<file path="config.mk">
export PLATFORM = sky130hd
export DESIGN_NAME = pc_sequencer
export DESIGN_NICKNAME = d
export VERILOG_FILES = /design/src/rtl/pc_seq_pkg.sv /design/src/rtl/pc_return_stack.sv /design/src/rtl/pc_sequencer.sv
export SDC_FILE = /design/constraint.sdc
export NUM_CORES = 1
export LEC_CHECK = 0
export BUFFER_PORTS_ARGS = -buffer_cell sky130_fd_sc_hd__buf_4
export CAP_MARGIN = 20
export CORE_MARGIN = 2
export CORE_UTILIZATION = 60
export DETAILED_ROUTE_END_ITERATION = 7
export PLACE_DENSITY = 0.84
export SLEW_MARGIN = 20
export SYNTH_ARGS = -nofsm -noshare
export SYNTH_HDL_FRONTEND = slang
export SYNTH_SLANG_ARGS = --single-unit
</file>
<file path="constraint.sdc">
create_clock -name CLK -period 5.55 [get_ports CLK]
set_clock_uncertainty 0.2 [all_clocks]
set_input_delay 0.555 -clock CLK [delete_from_list [all_inputs] [get_ports CLK]]
set_output_delay 0.555 -clock CLK [all_outputs]
set_load 0.05 [all_outputs]
</file>
<file path="src/rtl/pc_seq_pkg.sv">
// pc_seq_pkg: shared operation encoding and request priority decode for the PC sequencer.
//   op_t      - operation selected for one cycle
//   decode_op - maps request bits to op_t with fixed priority ret > call > load > branch > en
package pc_seq_pkg;

    typedef enum logic [2:0] {
        OP_HOLD,
        OP_INC,
        OP_BRANCH,
        OP_LOAD,
        OP_CALL,
        OP_RET
    } op_t;

    function automatic op_t decode_op(input logic ret, input logic call, input logic load,
                                      input logic branch, input logic en);
        return ret ? OP_RET : call ? OP_CALL : load ? OP_LOAD : branch ? OP_BRANCH : en ? OP_INC : OP_HOLD;
    endfunction

endpackage

</file>
<file path="src/rtl/pc_return_stack.sv">
// pc_return_stack: strict-LIFO return-address stack owning the stack pointer and storage.
//   CLK, RESET_N        - clock, asynchronous active-low reset (clears sp only)
//   push, pop           - requests; never both in one cycle
//   push_data           - address written on an accepted push
//   top                 - entry at sp-1 (zero when empty)
//   empty, full         - sp == 0, sp == STACK_DEPTH
//   ovf_pulse, unf_pulse - push while full / pop while empty (request is ignored)
module pc_return_stack #(
    parameter int WIDTH       = 8,
    parameter int STACK_DEPTH = 4
) (
    input  logic             CLK,
    input  logic             RESET_N,
    input  logic             push,
    input  logic             pop,
    input  logic [WIDTH-1:0] push_data,
    output logic [WIDTH-1:0] top,
    output logic             empty,
    output logic             full,
    output logic             ovf_pulse,
    output logic             unf_pulse
);

    localparam int SPW = $clog2(STACK_DEPTH + 1);
    localparam int AW  = STACK_DEPTH > 1 ? $clog2(STACK_DEPTH) : 1;

    logic [SPW-1:0]   sp;
    logic [WIDTH-1:0] mem [STACK_DEPTH];

    assign empty     = sp == '0;
    assign full      = sp == SPW'(STACK_DEPTH);
    assign ovf_pulse = push && full;
    assign unf_pulse = pop && empty;
    assign top       = empty ? '0 : mem[AW'(sp - SPW'(1))];

    // Storage shares the reset process so a push coinciding with reset is dropped.
    always_ff @(posedge CLK or negedge RESET_N) begin
        if (!RESET_N) begin
            sp <= '0;
        end else if (push && !full) begin
            mem[AW'(sp)] <= push_data;
            sp           <= sp + SPW'(1);
        end else if (pop && !empty) begin
            sp <= sp - SPW'(1);
        end
    end

endmodule

</file>
<file path="src/rtl/pc_sequencer.sv">
// pc_sequencer: WIDTH-bit program counter with increment, jump, relative branch and call/return.
//   CLK, RESET_N                - clock, asynchronous active-low reset
//   en, load, branch, call, ret - operation requests (priority ret > call > load > branch > en)
//   addr, off                   - jump/call target, two's-complement branch offset
//   OE                          - capture the pre-update pc into bus_out
//   clr_err                     - clear sticky error flags (a new error the same cycle wins)
//   pc, bus_out                 - registered PC and its registered bus copy
//   on                          - mirrors en
//   stack_empty, stack_full     - return stack status
//   overflow_err, underflow_err - sticky call-when-full / ret-when-empty flags
module pc_sequencer
    import pc_seq_pkg::*;
#(
    parameter int               WIDTH        = 8,
    parameter int               STACK_DEPTH  = 4,
    parameter logic [WIDTH-1:0] RESET_VECTOR = '0
) (
    input  logic             CLK,
    input  logic             RESET_N,
    input  logic             en,
    input  logic             load,
    input  logic             branch,
    input  logic             call,
    input  logic             ret,
    input  logic [WIDTH-1:0] addr,
    input  logic [WIDTH-1:0] off,
    input  logic             OE,
    input  logic             clr_err,
    output logic [WIDTH-1:0] pc,
    output logic [WIDTH-1:0] bus_out,
    output logic             on,
    output logic             stack_empty,
    output logic             stack_full,
    output logic             overflow_err,
    output logic             underflow_err
);

    op_t              op;
    logic [WIDTH-1:0] top;
    logic [WIDTH-1:0] pc_next;
    logic             ovf_pulse;
    logic             unf_pulse;

    assign op = decode_op(ret, call, load, branch, en);
    assign on = en;

    pc_return_stack #(
        .WIDTH       (WIDTH),
        .STACK_DEPTH (STACK_DEPTH)
    ) u_stack (
        .CLK       (CLK),
        .RESET_N   (RESET_N),
        .push      (op == OP_CALL),
        .pop       (op == OP_RET),
        .push_data (pc + WIDTH'(1)),
        .top       (top),
        .empty     (stack_empty),
        .full      (stack_full),
        .ovf_pulse (ovf_pulse),
        .unf_pulse (unf_pulse)
    );

    // A rejected call or ret leaves the pc untouched rather than jumping.
    always_comb begin
        pc_next = op == OP_RET    ? (stack_empty ? pc : top)
                : op == OP_CALL   ? (stack_full ? pc : addr)
                : op == OP_LOAD   ? addr
                : op == OP_BRANCH ? pc + off
                : op == OP_INC    ? pc + WIDTH'(1)
                : pc;
    end

    always_ff @(posedge CLK or negedge RESET_N) begin
        if (!RESET_N) begin
            pc            <= RESET_VECTOR;
            bus_out       <= '0;
            overflow_err  <= 1'b0;
            underflow_err <= 1'b0;
        end else begin
            pc            <= pc_next;
            bus_out       <= OE ? pc : bus_out;
            overflow_err  <= ovf_pulse || (overflow_err && !clr_err);
            underflow_err <= unf_pulse || (underflow_err && !clr_err);
        end
    end

endmodule

</file>
=== After elaboration in Yosys (flattened, before gate mapping) ===
Memories as Yosys holds them, arrays and structs flattened.
Cells that the tools add are included.

* Add/sub/neg operators: 4
* Equal/unequal tests: 8
* Multiplexer cells: 16
* Reduce and logical (&&, ||, !) cells: 16

{| class="wikitable"
|+ Operators by type and width
! operator !! count
|-
| 8-bit two-way mux || 7
|-
| 3-bit two-way mux || 4
|-
| 3-bit equality test, second input constant || 3
|-
| 8-bit by 1-bit adder with 8-bit output, second input constant || 1
|-
| 8-bit adder || 1
|-
| 1-bit logical AND || 7
|-
| 3-bit by 2-bit equality test with 1-bit output, second input constant || 2
|-
| 5-bit nonzero test || 1
|-
| 2-bit two-way mux || 2
|-
| 3-bit by 1-bit adder with 3-bit output, second input constant || 1
|-
| 3-bit by 1-bit equality test with 1-bit output, second input constant || 1
|-
| 1-bit zero test || 3
|-
| 3-bit zero test || 1
|-
| 1-bit two-way mux || 3
|-
| 3-bit inequality test, second input constant || 1
|-
| 3-bit AND reduction || 1
|-
| 3-bit by 1-bit subtractor with 3-bit output, second input constant || 1
|-
| 1-bit logical OR || 2
|-
| 2-bit inequality test, second input constant || 1
|-
| 2-bit nonzero test || 1
|}

* Flip-flop bits (word level): 21
* RAM bits: 32
* Input port bits: 25
* Output and inout bits: 21
* Memories: 1

{| class="wikitable"
|+ Memory list
! memory !! depth !! width !! read ports !! clocked after memory_dff !! wr ports !! line !! source
|-
| u_stack.mem || 4 || 8 || 1 || 0 || 1 || pc_return_stack.sv:28 || <nowiki>logic [WIDTH-1:0] mem [STACK_DEPTH];</nowiki>
|}

=== Depth between registers and ports, before layout ===
Gate-level depths: netlist of the first run.

* Word-level depth: 11
* Mapped depth: 9

=== Hierarchy ===
From an unflattened synthesis of the first run, not the netlist that was laid out.

* Cell total of the unflattened synthesis: 240
* Area, all modules: 2,894.0 um^2

{| class="wikitable"
|+ By module, submodules not included
! module !! instances !! cells an instance !! area each (um^2)
|-
| pc_return_stack || 1 || 83 || 1,500.2
|-
| pc_sequencer || 1 || 157 || 1,393.8
|}

=== Least setup slack after synthesis of the first run ===
No wires, ideal clock.

* Path type: reg-to-reg
* Start: reg u_stack.sp[0]
* End: mem u_stack.mem[0][0] (enable)
* Arrival time: 2.027 ns
* Data required time: 5.018 ns
* Slack: 2.991 ns
* Cell stages (with the launch flop): 7
* Path buffers: 1
* Period minus slack after synthesis: 2.559 ns
* Cells stage by stage: dfrtp_1 -> buf_2 -> inv_1 -> ha_1 -> ha_1 -> nor2_1 -> and3_1

* Cells in the longest elaborated chain, start to end: 6

{| class="wikitable"
|+ RTL lines
! item !! line !! source
|-
| start, declared || pc_return_stack.sv:27 || <nowiki>logic [SPW-1:0] sp;</nowiki>
|-
| start signal, assigned || pc_return_stack.sv:42 || <nowiki>sp <= sp + SPW'(1);</nowiki>
|-
| start signal, assigned || pc_return_stack.sv:44 || <nowiki>sp <= sp - SPW'(1);</nowiki>
|-
| 3-bit equality test || pc_return_stack.sv:31 || <nowiki>assign full = sp == SPW'(STACK_DEPTH);</nowiki>
|-
| net stack_full || pc_sequencer.sv:33 || <nowiki>output logic stack_full,</nowiki>
|-
| 1-bit zero test || pc_return_stack.sv:40 || <nowiki>end else if (push && !full) begin</nowiki>
|-
| 1-bit logical AND || pc_return_stack.sv:40 ||
|-
| 1-bit two-way mux || pc_return_stack.sv:40 ||
|-
| 1-bit logical AND (implied by the code) || pc_return_stack.sv:41 || <nowiki>mem[AW'(sp)] <= push_data;</nowiki>
|-
| 1-bit two-way mux (implied by the code) || pc_return_stack.sv:41 ||
|-
| end, declared || pc_return_stack.sv:28 ||
|}

The timed path passes the listed nets, and every way through them passes these cells.

=== Final worst setup path of the first run ===
* Start: reg u_stack.sp[0]
* End: mem u_stack.mem[1][0] (enable)

* Cells in the longest elaborated chain, start to end: 6

{| class="wikitable"
|+ RTL lines
! item !! line
|-
| 3-bit equality test || pc_return_stack.sv:31
|-
| 1-bit zero test || pc_return_stack.sv:40
|-
| 1-bit logical AND || pc_return_stack.sv:40
|-
| 1-bit two-way mux || pc_return_stack.sv:40
|-
| 1-bit logical AND (implied by the code) || pc_return_stack.sv:41
|-
| 1-bit two-way mux (implied by the code) || pc_return_stack.sv:41
|}

Several ways; a longest one is shown, not always the timed one.

==> flow_metrics.py, run 1 <==
metrics = {
    "floorplan": {
        "io_pins": 46,
        "coreArea_um2": 4444,
        "row_count": 24,
        "start_util": 0.6351,
        "dieArea_um2": 5269,
        "die_w_um": 72.59,
        "chipHeight_um": 72.59,
    },
    "setup_path": {
        "ff2ff_path_depth": 5,
        "criticalPathCategory": "flop to flop",
        "reg2reg_to": "u_stack.mem[1][0]$_DFFE_PP_",
        "cp.required_ns": 5.32,
        "startpoint": "u_stack.sp[0]$_DFFE_PN0P_",
        "crit_path_max_fanout": 12,
        "critPathLaunchType": "flop",
        "rr_startpoint": "u_stack.sp[0]$_DFFE_PN0P_",
        "arrival_ns": 2.53,
        "end_kind": "flop",
        "r2r_slack_ns": 2.79,
    },
    "pwr": {
        "power.net_switching_mw": 0.8437,
        "combinationalPowerShare": 0.503,
        "p_leak_nw": 1.335,
        "clockPowerShare": 0.140,
        "p_per_area_nw_per_um2": 584.4,
        "swShare": 0.4394,
        "intPower_mw": 1.076,
        "ir_drop_mv": 0.4293,
        "sequentialPowerShare": 0.356,
    },
    "global_routing": {
        "grt_antenna_before_repair": 0,
        "grt_usage": 0.2462,
        "grt_pass1_vias": 1932,
        "overflow": 0,
        "grt_max_degree": 26,
        "grt_pass1_wl_um": 9708,
    },
    "placed_design": {
        "hpwl_um": 4535,
        "place_inst": 316,
        "io_buffers": 45,
        "dpl_cell_area_um2": 3159,
        "place_congestion": 0.8690,
    },
    "drt": {
        "drt-pass1-iter-count": 5,
        "finalWirelength_um": 6008,
        "final_antenna_net_count": 0,
        "vias": 2033,
        "drtIter0Drc": 163,
        "wire_per_inst_um": 18.49,
        "drc": 0,
        "viasPerCell": 6.255,
    },
    "logic_synthesis": {
        "synth_top_family_by_area": "multiplexers",
        "synth-xor-area-share": 0.03103,
        "synth-adder-area-share": 0.06915,
        "synth_ff_type": "edfxtp_1",
        "synth_compound_area_frac": 0.1157,
        "syn_area_per_cell_um2": 12.38,
        "synth_warnings": 0,
        "synth_edf_count": 32,
        "synthMuxAreaShare": 0.1175,
        "synthArstFlopShare": 0.3962,
        "netlist_area_um2": 2823,
        "postSynthCellCount": 228,
        "seq_area_frac_synth": 0.5266,
        "syn-num-nets": 268,
        "synth_seq_cells": 53,
        "synth_cell_types": 49,
        "synth_simple_gate_area_frac": 0.1006,
    },
    "cells_and_area": {
        "nets": 312,
        "drive_above_1_share": 0.2711,
        "diodes": 0,
        "fin_area_um2": 3286,
        "stdcell_count": 325,
        "areaGrowthSynthToFinish_pct": 16.40,
    },
    "clocking": {
        "h-tree-depth": 2,
        "numCtsBuffers": 5,
        "cts-resized-gates": 0,
        "clk_pin_slew_ns": 0.10,
        "cts.sinks": 53,
        "ctsLongestPathBuffers": 2,
        "cts_tree": "built",
        "root_buffer": "clkbuf_8",
        "clk_latency_ns": 0.31,
    },
    "min_path": {
        "holdCritStartpoint": "clr_err",
        "holdPathStages": 2,
        "hold_path.class": "input pin to flop",
        "hold_path_end": "overflow_err$_DFF_PN0_",
    },
    "run": {
        "cap_violations": 0,
    },
    "timing": {
        "slew_headroom": 0.5938,
        "holdWs_ns": 0.2233,
        "fmax_mhz": 361.8,
        "setup_tns_ns": 0,
        "hold_violations": 0,
        "rsz0062_at_grt": "no",
        "tightest_slew_ns": 0.6029,
        "slew_violations": 0,
        "finalSetupViolCount": 0,
        "fin_crit_ns": 2.764,
        "finalCritPeriodShare": 0.4980,
    },
    "outcome": {
        "status": "finished, final reports clean",
    },
}
## metrics by stage
step	utilization	total power [mW]	worst slack, ns
4_1_cts	0.7393	1.926	2.769
3_5_place_dp	0.7109	1.658	2.787
6_report	0.7393	1.920	2.786
3_3_place_gp	0.7109	1.637	2.904
2_1_floorplan	-	1.377	2.991
5_1_grt	0.7393	2.029	2.533
## power by group through the flow
stage / sequential [mW] / clock (mW) / combinational (mW)
2_1_floorplan: 0.865 / 0 / 0.512
3_5_place_dp: 0.692 / 0 / 0.966
4_1_cts: 0.684 / 0.272 / 0.970
6_report: 0.684 / 0.270 / 0.966
3_3_place_gp: 0.688 / 0 / 0.949
5_1_grt: 0.701 / 0.286 / 1.04
## routing by layer
| layer | up-vias | track usage | share of wire |
|---|---|---|---|
| met5 | - | 0 | 0 |
| met4 | 0 | 0.04938 | 0.0052 |
| met3 | 4 | 0.04558 | 0.071 |
| met2 | 83 | 0.3960 | 0.50 |
| met1 | 997 | 0.3570 | 0.42 |
| li1 | 949 | - | - |
## cell usage in the layout, fill, tap and decap left out, types with 2 or more instances in the layout
cell / n
buf_4: 45
edfxtp_1: 32
dfrtp_1: 21
nor2_1: 16
nand2_1: 15
o21ai_0: 14
ha_1: 14
inv_1: 12
a21oi_1: 9
mux2_2: 9
mux4_2: 8
nand3_1: 6
xnor2_1: 6
a31oi_1: 5
mux2i_1: 5
clkbuf_8: 5
xor2_1: 4
and3_1: 4
o22ai_1: 4
nor2b_1: 3
nand2b_1: 2
a21o_1: 2
a311oi_1: 2
a211oi_1: 2
nor3b_1: 2
nand4_1: 2
o32a_1: 2
inv_6: 2
## what timing repair did
action                                 4_1_cts  5_1_grt
endpoints found under the hold margin       21        0
hold buffers                                 1        0
setup endpoints to repair                    0        0
buffers inserted                             0        0
## how the worst max path moves through the flow
| stage | endpoint | slack (ns) | cells after the start |
|---|---|---|---|
| floorplan | u_stack.mem[0][0]$_DFFE_PP_ | 2.99 | 6 |
| global placement | u_stack.mem[2][0]$_DFFE_PP_ | 2.90 | 5 |
| detailed placement | u_stack.mem[3][3]$_DFFE_PP_ | 2.79 | 5 |
| CTS | u_stack.mem[0][0]$_DFFE_PP_ | 2.77 | 5 |
| global route | u_stack.mem[0][0]$_DFFE_PP_ | 2.53 | 5 |
| finish | u_stack.mem[1][0]$_DFFE_PP_ | 2.79 | 5 |
## worst max-delay path: stages, from the launching register on
cell     delay (ns)
dfrtp_1        0.74
inv_1          0.14
ha_1           0.28
ha_1           0.24
nor2_1         0.36
and3_1         0.46
## synthesized netlist by cell type (4+ instances only)
master | count | area share
a21oi_1 | 9 | 0.016
a31oi_1 | 5 | 0.011
and3_1 | 4 | 0.0089
dfrtp_1 | 21 | 0.19
edfxtp_1 | 32 | 0.34
ha_1 | 14 | 0.062
inv_1 | 12 | 0.016
mux2_2 | 9 | 0.036
mux2i_1 | 5 | 0.018
mux4_2 | 8 | 0.064
nand2_1 | 15 | 0.020
nand3_1 | 6 | 0.011
nor2_1 | 16 | 0.021
o21ai_0 | 14 | 0.025
o22ai_1 | 4 | 0.0089
xnor2_1 | 6 | 0.019
xor2_1 | 4 | 0.012
## flip-flops by register name, summed over array words and instances, names as in the netlist
register       cells
bus_out            8
u_stack.mem       32
overflow_err       1
pc                 8
underflow_err      1
u_stack.sp         3
## cell families (layout without fill, tap and decap cells)
group                      Yosys count  count (layout)
adders and majority gates           15              15
xor gates and xnor gates            10              10
buffers and inverters               21              66
AOI/OAI and AO/OA                   50              50
and+or+nand+nor                     57              57
muxes                               22              22
DFF                                 53              53
## cell type report
class / instances / area [um^2]
inverters: 12 / 45.04
flip-flops and latches: 53 / 1486
repair buffers: 46 / 347.8
multi-input cells: 154 / 1225
well taps: 52 / 65.06
clock buffers: 5 / 68.82
fillers: 307 / 1159
clock inverters: 3 / 47.55
No activity file was read; power rests on OpenSTA's default activity.
==> inputs of run 2 (changes only) <==
- CORE_UTILIZATION: 60 -> 56
- PLACE_DENSITY: 0.84 -> 0.79
- clock period: 5.55 -> 2.6 ns (I/O delays scaled with it)
==> run 2 against run 1 <==
Clock power is 74% higher. Critical endpoint is now u_stack.mem[2][4]$_DFFE_PP_. Cell count is 5.5% higher. Critical path type unchanged. Global-route usage is 1.4 points lower. Register-to-register slack worse by 2.5 ns. Via count is 0.34% higher. Critical path depth stayed put.
==> flow_metrics.py, run 2 (same netlist as run 1, synthesis figures left out) <==
metrics = {
    "outcome": {
        "status": "finished, final reports clean",
    },
    "clocking": {
        "cts_hold_buf": 2,
        "cts-resized-gates": 0,
        "postCtsSetupBuffers": 0,
        "cts.sinks": 53,
        "ctsLongestPathBuffers": 2,
        "clk_pin_slew_ns": 0.10,
        "numCtsBuffers": 5,
        "h-tree-depth": 2,
        "clk_latency_ns": 0.31,
        "cts_tree": "built",
        "root_buffer": "clkbuf_8",
    },
    "pwr": {
        "p_per_area_nw_per_um2": 1223,
        "ir_drop_mv": 0.7466,
        "p_leak_nw": 1.332,
        "p_total_mw": 4.039,
    },
    "timing": {
        "tightest_slew_ns": 0.5528,
        "slew_headroom": 0.6301,
        "fin_crit_ns": 2.358,
        "rsz0062_at_grt": "no",
        "finalCritPeriodShare": 0.9071,
        "fmax_mhz": 424.0,
        "final.setup.worst_slack_ns": 0.2417,
        "finalSetupViolCount": 0,
        "hold_violations": 0,
        "setup_tns_ns": 0,
        "slew_violations": 0,
    },
    "setup_path": {
        "rr_startpoint": "u_stack.sp[1]$_DFFE_PN0P_",
        "r2r_slack_ns": 0.24,
        "critPathLaunchType": "flop",
        "critical_path_depth": 5,
        "critPathBufInv": 1,
        "crit_path_max_fanout": 8,
        "reg2reg_to": "u_stack.mem[2][4]$_DFFE_PP_",
        "cp_top_family": "simple AND/OR/NAND/NOR gates",
        "ff2ff_path_depth": 5,
        "cp.required_ns": 2.36,
        "startpoint": "u_stack.sp[1]$_DFFE_PN0P_",
        "criticalPathCategory": "flop to flop",
        "arrival_ns": 2.12,
        "path_common_cell": "ha_1",
        "slowest_stage": "and3_1",
        "cpPeakStageDelay_ns": 0.51,
        "path_cells": "inv_1 -> ha_1 -> ha_1 -> nor2_1 -> and3_1",
        "end_kind": "flop",
        "crit_end": "u_stack.mem[2][4]$_DFFE_PP_",
    },
    "global_routing": {
        "grt_max_degree": 26,
        "grt_usage": 0.2325,
        "grt_pass1_wl_um": 9453,
        "overflow": 0,
        "grt_pass1_vias": 1942,
        "grt_antenna_before_repair": 0,
    },
    "cells_and_area": {
        "mostFrequentLayoutCells": "47 x buf_4, 32 x edfxtp_1, 21 x dfrtp_1",
        "diodes": 0,
        "largest_reg_flops": 32,
        "nFillCells": 363,
        "nets": 315,
        "final_common_cell": "buf_4",
        "drive_above_1_share": 0.2717,
        "largest_register": "u_stack.mem",
        "areaGrowthSynthToFinish_pct": 16.98,
        "largest_registers": "u_stack.mem (32), bus_out (8), pc (8)",
    },
    "placed_design": {
        "post-place-ws_ns": 0.2434,
        "io_buffers": 45,
        "place_congestion": 0.8703,
        "hpwl_um": 4498,
    },
    "drt": {
        "viasPerCell": 5.948,
        "final_antenna_net_count": 0,
        "wire_per_inst_um": 17.98,
        "vias": 2040,
        "drtIter0Drc": 227,
        "drc": 0,
        "drt-pass1-iter-count": 4,
        "finalWirelength_um": 6168,
    },
    "floorplan": {
        "row_count": 25,
        "coreArea_um2": 4786,
        "dieArea_um2": 5624,
        "chipHeight_um": 75.00,
        "io_pins": 46,
        "start_util": 0.5898,
        "die_w_um": 75.00,
    },
    "min_path": {
        "hold_path.class": "input pin to flop",
    },
    "run": {
        "cap_violations": 0,
    },
}
-- run 2: final cells by class --
cell class / instances / area, um^2 / share of cell area
Clock inverter: 3 / 20.02 / 0.006063
Inverter: 12 / 45.04 / 0.01364
Clock buffer: 5 / 68.82 / 0.02084
Timing Repair Buffer: 49 / 372.9 / 0.1129
Sequential cell: 53 / 1486 / 0.4502
Multi-Input combinational cell: 154 / 1225 / 0.3710
Tap cell: 67 / 83.83 / 0.02539
-- run 2: power by group --
group          total [mW]  internal, mW  switching, mW
combinational        2.14         0.832           1.31
sequential           1.43          1.20          0.225
clock               0.469         0.190          0.279
-- run 2: worst min-delay path by stage --
stage,start,endpoint,cells after the start
floorplan,RESET_N,bus_out[0]$_DFFE_PN0P_,0
global placement,RESET_N,u_stack.sp[2]$_DFFE_PN0P_,1
detailed placement,RESET_N,u_stack.sp[2]$_DFFE_PN0P_,1
CTS,OE,bus_out[2]$_DFFE_PN0P_,2
global route,OE,bus_out[2]$_DFFE_PN0P_,2
finish,OE,bus_out[3]$_DFFE_PN0P_,2
-- run 2: layer usage --
| layer | global-route usage | part of all wire | vias to the layer above |
|---|---|---|---|
| li1 | - | - | 951 |
| met1 | 0.3291 | 0.45 | 1007 |
| met2 | 0.3528 | 0.48 | 73 |
| met3 | 0.05756 | 0.062 | 9 |
| met4 | 0.08333 | 0.013 | 0 |
| met5 | 0 | 0 | - |
-- run 2: metrics by stage --
step / hold WS, ns / instance area [um^2] / cells / util
after global placement: -0.02279 / 3193 / 333 / 0.6672
after detailed placement: -0.01596 / 3193 / 333 / 0.6672
after floorplan: -0.2356 / 2823 / 228 / -
after global routing: 0.07344 / 3302 / 343 / 0.6899
final: 0.07204 / 3302 / 343 / 0.6899
after CTS: 0.07024 / 3302 / 343 / 0.6899
==> inputs of run 3 (changes only) <==
- CORE_ASPECT_RATIO: not set -> 1.2
==> run 3 against run 2 <==
Worst setup slack better by 0.095 ns. Combinational power is essentially flat. First-iteration DRC count decreased by 11%. Critical path depth up 3. Wire length shrank 4.7%. Sequential share of layout area is 0.051 points higher. Via count is 1.7% lower. Largest power group unchanged.
==> flow_metrics.py, run 3 (same netlist as run 1, synthesis figures left out) <==
metrics = {
    "cells_and_area": {
        "diodes": 0,
        "drive_above_1_share": 0.2754,
        "mostFrequentLayoutCells": "47 x buf_4, 32 x edfxtp_1, 21 x dfrtp_1",
        "nets": 315,
        "post-route-util": 0.6724,
        "largest_reg_flops": 32,
        "nFillCells": 402,
        "final_common_cell": "buf_4",
        "largest_register": "u_stack.mem",
        "largest_registers": "u_stack.mem (32), bus_out (8), pc (8)",
        "areaGrowthSynthToFinish_pct": 16.84,
    },
    "clocking": {
        "numCtsBuffers": 5,
        "ctsLongestPathBuffers": 2,
        "postCtsSetupBuffers": 0,
        "cts_tree": "built",
        "cts.sinks": 53,
        "root_buffer": "clkbuf_8",
        "clk_pin_slew_ns": 0.11,
        "clk_latency_ns": 0.32,
        "h-tree-depth": 2,
    },
    "timing": {
        "slew_violations": 0,
        "hold_violations": 0,
        "fin_crit_ns": 2.263,
        "rsz0062_at_grt": "no",
        "fmax_mhz": 441.9,
        "tightest_slew_ns": 0.5841,
        "slew_headroom": 0.6065,
        "setup_tns_ns": 0,
        "finalSetupViolCount": 0,
        "finalCritPeriodShare": 0.8704,
        "holdWs_ns": 0.07743,
    },
    "floorplan": {
        "row_count": 28,
        "chipHeight_um": 81.77,
        "io_pins": 46,
        "die_w_um": 68.81,
        "dieArea_um2": 5627,
        "start_util": 0.5755,
        "coreArea_um2": 4905,
    },
    "pwr": {
        "clockPowerShare": 0.122,
        "p_per_area_nw_per_um2": 1223,
        "p_total_mw": 4.033,
        "power.net_switching_mw": 1.818,
        "intPower_mw": 2.215,
        "swShare": 0.4508,
        "combinationalPowerShare": 0.527,
        "sequentialPowerShare": 0.351,
        "ir_drop_mv": 0.9600,
        "p_leak_nw": 1.334,
    },
    "placed_design": {
        "place_congestion": 0.8068,
        "hpwl_um": 4409,
        "io_buffers": 45,
    },
    "outcome": {
        "status": "finished, final reports clean",
    },
    "drt": {
        "drt-pass1-iter-count": 4,
        "drc": 0,
        "final_antenna_net_count": 0,
        "finalWirelength_um": 5880,
        "drtIter0Drc": 203,
        "viasPerCell": 5.970,
        "wire_per_inst_um": 17.50,
        "vias": 2006,
    },
    "run": {
        "cap_violations": 0,
    },
    "global_routing": {
        "grt_usage": 0.2350,
        "grt_antenna_before_repair": 0,
        "grt_pass1_vias": 2008,
        "grt_pass1_wl_um": 9549,
        "overflow": 0,
        "grt_max_degree": 26,
    },
    "setup_path": {
        "critPathLaunchType": "flop",
        "critPathBufInv": 1,
        "crit_path_max_fanout": 8,
        "slowest_stage": "dfrtp_1",
        "cp.required_ns": 2.62,
        "cpPeakStageDelay_ns": 0.52,
        "arrival_ns": 2.29,
        "path_cells": "ha_1 -> inv_1 -> fa_1 -> xnor2_1 -> nand2_1 -> a311oi_1 -> a21oi_1 -> o21ai_0",
        "criticalPathCategory": "flop to flop",
        "cp_top_family": "adder cells",
        "end_kind": "flop",
    },
    "min_path": {
        "hold_path.class": "input pin to flop",
    },
}
-- run 3: layout make-up --
type                            instances  area (um^2)  share of cell area
Clock buffer                            5        68.82             0.02086
Clock inverter                          3        25.02            0.007587
Inverter                               12        45.04             0.01366
Multi-Input combinational cell        154         1225              0.3714
Sequential cell                        53         1486              0.4507
Tap cell                               60        75.07             0.02276
Timing Repair Buffer                   49        372.9              0.1131
-- run 3: routing by layer --
| metal | global-route usage | share of wire | wire [um] | vias to the layer above |
|---|---|---|---|---|
| met1 | 0.3187 | 0.42 | 2486 | 970 |
| met5 | 0 | 0 | 0 | - |
| met3 | 0.03288 | 0.051 | 297 | 9 |
| met2 | 0.3750 | 0.51 | 2981 | 74 |
| li1 | - | - | - | 953 |
| met4 | 0.1078 | 0.019 | 114 | 0 |
-- run 3: path summary, 6_finish.rpt --
kind,start,endpoint,slack [ns],cells past startpoint
setup / recovery,pc[0]$_DFFE_PN0P_,pc[2]$_DFFE_PN0P_,0.34,8
hold / removal,OE,bus_out[4]$_DFFE_PN0P_,0.08,2
setup reg to reg,pc[0]$_DFFE_PN0P_,pc[2]$_DFFE_PN0P_,0.34,8
hold reg to reg,bus_out[0]$_DFFE_PN0P_,bus_out[0]$_DFFE_PN0P_,0.32,1
max in group asynchronous,RESET_N,pc[5]$_DFFE_PN0P_,1.79,2
min in group asynchronous,RESET_N,pc[0]$_DFFE_PN0P_,0.16,2
-- run 3: metrics by stage --
| stage | instances | setup WS, ns | area, um^2 |
|---|---|---|---|
| after floorplan | 228 | 0.04100 | 2823 |
| after global placement | 326 | 0.4222 | 3184 |
| after CTS | 336 | 0.3729 | 3298 |
| final | 336 | 0.3368 | 3298 |
| after global routing | 336 | 0.2588 | 3298 |
| after detailed placement | 326 | 0.4182 | 3184 |
-- run 3: what timing repair did --
action                    4_1_cts  5_1_grt
resized for setup               0        0
hold endpoints to repair       23        0
hold buffers                    2        0
-- run 3: power groups by stage --
stage / clock network (mW) / logic (mW) / registers (mW)
after floorplan: 0 / 1.09 / 1.85
after global placement: 0 / 2.07 / 1.42
after detailed placement: 0 / 2.10 / 1.43
after CTS: 0.499 / 2.12 / 1.41
after global routing: 0.530 / 2.29 / 1.44
final: 0.494 / 2.12 / 1.42
